--- src/rtl/gpu_ram_arb_pkg.sv ---
// gpu_ram_arb_pkg: read-tag encoding and constants shared by the GPU RAM arbiter
package gpu_ram_arb_pkg;
  typedef enum logic [1:0] {TAG_NONE, TAG_HOST, TAG_HOST_OOR, TAG_AUX} rd_tag_e;
  localparam logic [7:0] OOR_READ_DATA = 8'hFF;
endpackage

--- src/rtl/gpu_ram_arbiter_rd_tag_pipe.sv ---
// rd_tag_pipe: delays each RAM-cycle read tag so it meets the matching ram_rdata
module rd_tag_pipe
  import gpu_ram_arb_pkg::*;
#(
  parameter int DEPTH = 2
) (
  input  logic    GPU_CLK,
  input  logic    reset,
  input  rd_tag_e tag_in,
  output rd_tag_e tag_out
);
  rd_tag_e stage [DEPTH];
  always_ff @(posedge GPU_CLK or negedge reset)
    if (!reset) begin
      for (int i = 0; i < DEPTH; i++) stage[i] <= TAG_NONE;
    end else begin
      stage[0] <= tag_in;
      for (int i = 1; i < DEPTH; i++) stage[i] <= stage[i-1];
    end
  assign tag_out = stage[DEPTH-1];
endmodule

--- src/rtl/gpu_ram_arbiter.sv ---
// gpu_ram_arbiter: shares the GPU RAM port between Z80 host strobes and an aux req/gnt requester
module gpu_ram_arbiter
  import gpu_ram_arb_pkg::*;
#(
  parameter int ADDR_BITS        = 20,
  parameter int MEM_SIZE_BITS    = 15,
  parameter int READ_LATENCY     = 2,
  parameter int AUX_STARVE_LIMIT = 4
) (
  input  logic                     GPU_CLK,
  input  logic                     reset,
  input  logic                     host_wr_ena,
  input  logic                     host_rd_req,
  input  logic [ADDR_BITS-1:0]     host_addr,
  input  logic [7:0]               host_wdata,
  output logic                     host_rd_rdy,
  output logic [7:0]               host_rdata,
  output logic                     host_overrun,
  input  logic                     aux_req,
  input  logic                     aux_we,
  input  logic [ADDR_BITS-1:0]     aux_addr,
  input  logic [7:0]               aux_wdata,
  output logic                     aux_gnt,
  output logic                     aux_rvalid,
  output logic [7:0]               aux_rdata,
  output logic [MEM_SIZE_BITS-1:0] ram_addr,
  output logic                     ram_we,
  output logic [7:0]               ram_wdata,
  input  logic [7:0]               ram_rdata
);
  localparam int SW = $clog2(AUX_STARVE_LIMIT + 1);
  logic                 wr_pend, rd_pend;
  logic [ADDR_BITS-1:0] wr_addr, rd_addr;
  logic [7:0]           wr_data;
  logic [SW-1:0]        starve_cnt;
  rd_tag_e              ram_tag, tag_out;
  logic                 wr_oor, rd_oor, wr_ok, starved, aux_xfer, gnt_wr, gnt_rd;
  logic                 aux_addr_unused;
  assign aux_addr_unused = ^aux_addr;
  assign wr_oor   = (wr_addr >> MEM_SIZE_BITS) != '0;
  assign rd_oor   = (rd_addr >> MEM_SIZE_BITS) != '0;
  // an out-of-range write is dropped without taking the RAM cycle
  assign wr_ok    = wr_pend && !wr_oor;
  assign starved  = starve_cnt == SW'(AUX_STARVE_LIMIT);
  assign aux_gnt  = reset && (!(wr_ok || rd_pend) || starved);
  assign aux_xfer = aux_req && aux_gnt;
  assign gnt_wr   = wr_ok && !aux_xfer;
  assign gnt_rd   = rd_pend && !wr_ok && !aux_xfer;
  always_ff @(posedge GPU_CLK or negedge reset)
    if (!reset) begin
      wr_pend      <= 1'b0;
      rd_pend      <= 1'b0;
      wr_addr      <= '0;
      rd_addr      <= '0;
      wr_data      <= '0;
      starve_cnt   <= '0;
      host_overrun <= 1'b0;
      ram_we       <= 1'b0;
      ram_addr     <= '0;
      ram_wdata    <= '0;
      ram_tag      <= TAG_NONE;
      host_rd_rdy  <= 1'b0;
      host_rdata   <= '0;
      aux_rvalid   <= 1'b0;
      aux_rdata    <= '0;
    end else begin
      wr_pend      <= host_wr_ena || (wr_ok && !gnt_wr);
      rd_pend      <= host_rd_req || (rd_pend && !gnt_rd);
      if (host_wr_ena) begin
        wr_addr <= host_addr;
        wr_data <= host_wdata;
      end
      if (host_rd_req) rd_addr <= host_addr;
      host_overrun <= (host_wr_ena && wr_ok && !gnt_wr) || (host_rd_req && rd_pend && !gnt_rd);
      starve_cnt   <= (!aux_req || aux_xfer) ? '0 :
                      ((gnt_wr || gnt_rd) && !starved) ? starve_cnt + SW'(1) : starve_cnt;
      ram_we       <= gnt_wr || (aux_xfer && aux_we);
      if (gnt_wr) begin
        ram_addr  <= wr_addr[MEM_SIZE_BITS-1:0];
        ram_wdata <= wr_data;
      end else if (gnt_rd) begin
        ram_addr  <= rd_addr[MEM_SIZE_BITS-1:0];
      end else if (aux_xfer) begin
        ram_addr  <= aux_addr[MEM_SIZE_BITS-1:0];
        ram_wdata <= aux_wdata;
      end
      ram_tag      <= gnt_rd ? (rd_oor ? TAG_HOST_OOR : TAG_HOST) :
                      (aux_xfer && !aux_we) ? TAG_AUX : TAG_NONE;
      host_rd_rdy  <= tag_out == TAG_HOST || tag_out == TAG_HOST_OOR;
      aux_rvalid   <= tag_out == TAG_AUX;
      if (tag_out == TAG_HOST) host_rdata <= ram_rdata;
      else if (tag_out == TAG_HOST_OOR) host_rdata <= OOR_READ_DATA;
      if (tag_out == TAG_AUX) aux_rdata <= ram_rdata;
    end
  // ram_tag is aligned with ram_addr; the pipe adds the RAM read latency
  rd_tag_pipe #(.DEPTH(READ_LATENCY)) u_tag_pipe (
    .GPU_CLK (GPU_CLK),
    .reset   (reset),
    .tag_in  (ram_tag),
    .tag_out (tag_out)
  );
endmodule

--- config.mk ---
export PLATFORM = sky130hd
export DESIGN_NAME = gpu_ram_arbiter
export DESIGN_NICKNAME = d
export VERILOG_FILES = /design/src/rtl/gpu_ram_arb_pkg.sv /design/src/rtl/gpu_ram_arbiter_rd_tag_pipe.sv /design/src/rtl/gpu_ram_arbiter.sv
export SDC_FILE = /design/constraint.sdc
export NUM_CORES = 1
export LEC_CHECK = 0
export ABC_AREA = 1
export CAP_MARGIN = 20
export CORE_AREA = 2 2 105 107
export CTS_CLUSTER_SIZE = 25
export DETAILED_ROUTE_END_ITERATION = 12
export DIE_AREA = 0 0 107 109
export PLACE_DENSITY = 0.69
export RECOVER_POWER = 50
export SLEW_MARGIN = 20
export SYNTH_ARGS = -nofsm -noshare
export SYNTH_HDL_FRONTEND = slang
export SYNTH_HIERARCHICAL = 1
export SYNTH_SLANG_ARGS = --single-unit
export TNS_END_PERCENT = 10
--- constraint.sdc ---
create_clock -name GPU_CLK -period 1.84 [get_ports GPU_CLK]
set_input_delay 0.276 -clock GPU_CLK [delete_from_list [all_inputs] [get_ports GPU_CLK]]
set_output_delay 0.276 -clock GPU_CLK [all_outputs]
set_load 0.1 [all_outputs]
==> run_results.csv, run 1 <==
group,metric,value,unit
synth,yosysUniqueCellTypes,27,
routing,detailroute.via_count,3602,
timing,worst_slack,0.0360,ns
routing,ant_nets,0,
power_and_ir_drop,p_per_area,1290,nW/um^2
synth,synth_fa_ha_area_share,1.11,%
clocking,cts_tree,"done",
synth,synth.cell_area,4530,sq um
die,initial_core_util,42.7,%
timing,hold_viol_final,0,
synth,synth-main-ff-cell,"dfrtp_1",
timing,rsz0062_at_grt,"yes",
power_and_ir_drop,clkPwrFrac,18.5,%
die,dieArea,11700,sq um
critical_path,r2r_end,"ram_wdata[3]",
timing,worst_pin_slew,0.903,ns
die,ios,114,
routing,wl_met1,4.48,mm
timing,slew_viol_final,0,
critical_path,worstPathArrival,1.53,ns
synth,synth_most_common_cell,"nand2_1",
clocking,clk_pin_slew,0.10,ns
routing,drcViolationCount,0,
timing,fmax,0.554,GHz
flow_run,maxCapViolCount,0,
synth,synth-simple-area-share,24.5,%
clocking,ctsRootBufferMaster,"clkbuf_8",
routing,wirelength,10.2,mm
placed_design,portBuffers,108,
placed_design,place_hpwl,7.21,mm
placed_design,place_ws,-0.0857,ns
routing,met2_length,5.16,mm
die,die_h,109,um
synth,synth-compound-area-share,4.39,%
status,status,"complete, no violations",
critical_path,r2r-start,"starve_cnt[0]",
layout,synthToLayoutAreaGrowth,29.9,%
routing,top_layer_used,"met4",
power_and_ir_drop,internal-power,4.03,mW
timing,slew_headroom,39.8,%
synth,muxShareOfSynthArea,5.97,%
power_and_ir_drop,p_comb_share,44.3,%
die,coreArea,10600,sq um
synth,yosysSeqAreaShare,56.4,%
die,die_w,107,um
clocking,cts-buffers-inserted,9,
critical_path,start_kind,"flop",
synth,synth_area_leaders,"dfrtp_1 56%, nand2_1 14%, mux2_2 6.0%",
placed_design,routabilityCongestion,0.758,
clocking,cts_sinks,102,
routing,drtIter0Drc,159,
global_routing,grt_pass1_vias,3489,
layout,postLayoutCellArea,5880,sq um
critical_path,rrSetupSlack,0.17,ns
power_and_ir_drop,power.switching,3.56,mW
power_and_ir_drop,ir_worst_vdd,1.16,mV
critical_path,reg2reg_depth,9,
power_and_ir_drop,p_seq_share,37.2,%
global_routing,grt_pass1_wl,16.7,mm
critical_path,crit_type,"reg -> out",
synth,synth-edff-count,0,
timing,final-setup-viol-count,0,
synth,yosysTopAreaCell,"dfrtp_1",
synth,avgSynthCellArea,9.16,sq um
routing,dr_wl_met3,461,um
synth,syn_nets,568,
power_and_ir_drop,swShare,46.9,%
synth,ys_ff_latch,102,
timing,finalCritPeriodShare,98.0,%
placed_design,post_dp_cell_area,5640,sq um
hold_path,hold_class,"in -> async",
layout,nets,678,
critical_path,path_max_fanout,5,
critical_path,endpoint_kind,"output port",
clocking,htreeDepth,3,
synth,synth_top_family_by_area,"simple AND/OR/NAND/NOR gates",
clocking,clockBufferDepth,2,
routing,first_pass_iters,5,
synth,synth.top_cell.area_share,56.4,%
global_routing,grt_antenna_before_repair,0,
timing,min_period,1.80,ns
synth,async_flop_share,100,%
layout,drive_above_1_share,20.4,%
global_routing,grt_overflow,0,
timing,skew,0.0135,ns
synth,yosysWarnings,6,
global_routing,grt_util_all_layers,18.1,%
global_routing,grt_max_degree,90,
routing,wl_per_cell,13.7,um
die,placementRows,38,
synth,synthCells,494,
synth,synth-xor-area-share,0,%
power_and_ir_drop,power_leakage,2.95,nW
critical_path,worstPathRequired,1.56,ns
synth,ys_top_cells_by_count,"173 x nand2_1, 102 x dfrtp_1, 49 x inv_1",
clocking,clk_latency,0.37,ns
routing,routed_via_density,4.81,
layout,diodes,0,
## metrics by stage
| step | power, mW | std cells | TNS (ns) | utilization (%) | hold slack, ns |
|---|---|---|---|---|---|
| 2_1_floorplan | 5.38 | 494 | 0 | - | -0.0196 |
| 3_3_place_gp | 6.18 | 728 | -0.0120 | 53.2 | 0.161 |
| 3_5_place_dp | 6.22 | 728 | -0.532 | 53.2 | 0.165 |
| 4_1_cts | 7.61 | 745 | -0.0153 | 55.1 | 0.305 |
| 5_1_grt | 7.92 | 749 | -0.0501 | 55.5 | 0.330 |
| 6_report | 7.60 | 749 | 0 | 55.5 | 0.310 |
## cell families (layout without fill, tap and decap cells)
logic type      after synthesis  count (layout)
mux                          24              24
buf+inv                      78             193
flops                       102             102
compound gates               37              37
fa+ha+maj                     4               4
simple gates                249             249
## power groups by stage
stage / Combinational (mW) / Clock [mW] / Sequential [mW]
floorplan: 0.639 / 0 / 4.74
global placement: 3.33 / 0 / 2.85
detailed placement: 3.35 / 0 / 2.87
CTS: 3.36 / 1.43 / 2.83
global route: 3.52 / 1.53 / 2.87
finish: 3.37 / 1.41 / 2.82
## registers in the layout, indices dropped and copies added, names as in the netlist, 2 cells and up
| name | flops |
|---|---|
| wr_addr | 20 |
| wr_data | 8 |
| ram_wdata | 8 |
| ram_tag | 2 |
| host_rdata | 8 |
| ram_addr | 15 |
| aux_rdata | 8 |
| starve_cnt | 3 |
| u_tag_pipe/stage | 2 |
| u_tag_pipe/tag_out | 2 |
| rd_addr | 20 |
## placed cells by master (no fill, tap or decap), drive strengths merged
cell type	netlist	routed
buf	12	55
nand2	178	178
clkbuf	11	14
nor3	2	2
clkinv	2	5
o31ai	1	1
dlygate4sd3	0	3
ha	4	4
o21bai	1	1
nand3	57	57
mux2	24	24
dfrtp	102	102
o21ai	28	28
clkdlybuf4s50	0	61
o211ai	1	1
a21oi	5	5
clkinvlp	0	1
o22ai	1	1
nor2	12	12
inv	53	53
bufinv	0	1
## area by class of cell
cell class	instances	area [sq um]
fillers	960	4720
flip-flops and latches	102	2550
multi-input cells	314	1660
repair buffers	122	1090
inverters	55	210
well taps	140	175
clock buffers	11	131
clock inverters	5	60.1
## layer usage
layer	vias up	GRT usage (%)
li1	1767	-
met1	1739	23.6
met2	83	30.9
met3	13	3.23
met4	0	5.94
met5	-	0
## critical path, cell delays in order (launching register included)
cell	delay [ns]
dfrtp_1	0.42
inv_2	0.09
ha_4	0.13
nand2_4	0.05
nand2_4	0.11
inv_4	0.06
nor2_4	0.13
buf_12	0.18
## timing repair
action / in CTS / in global routing
hold endpoints to repair: 13 / 0
setup endpoints to repair: 23 / 24
gates resized for setup: 2 / 8
pin swaps: 1 / 4
hold buffers: 1 / 0
buffers inserted: 0 / 4
## worst max path at each step
| stage | end | startpoint | slack, ns | cells past startpoint |
|---|---|---|---|---|
| 2_1_floorplan | aux_gnt | starve_cnt[0] | 0.25 | 6 |
| 3_3_place_gp | ram_wdata[4] | wr_pend | -0.006 | 8 |
| 3_5_place_dp | ram_wdata[1] | wr_pend | -0.09 | 8 |
| 4_1_cts | aux_gnt | starve_cnt[0] | -0.02 | 7 |
| 5_1_grt | aux_gnt | wr_addr[16] | -0.05 | 7 |
| 6_report | aux_gnt | starve_cnt[0] | 0.04 | 7 |
No activity file was read; power rests on OpenSTA's default activity.
==> inputs of run 2 (changes only) <==
- GPL_ROUTABILITY_DRIVEN: unset -> 0
==> results of run 2 <==
Same layout as run 1: the final DEF is identical, and so are final timing and power.
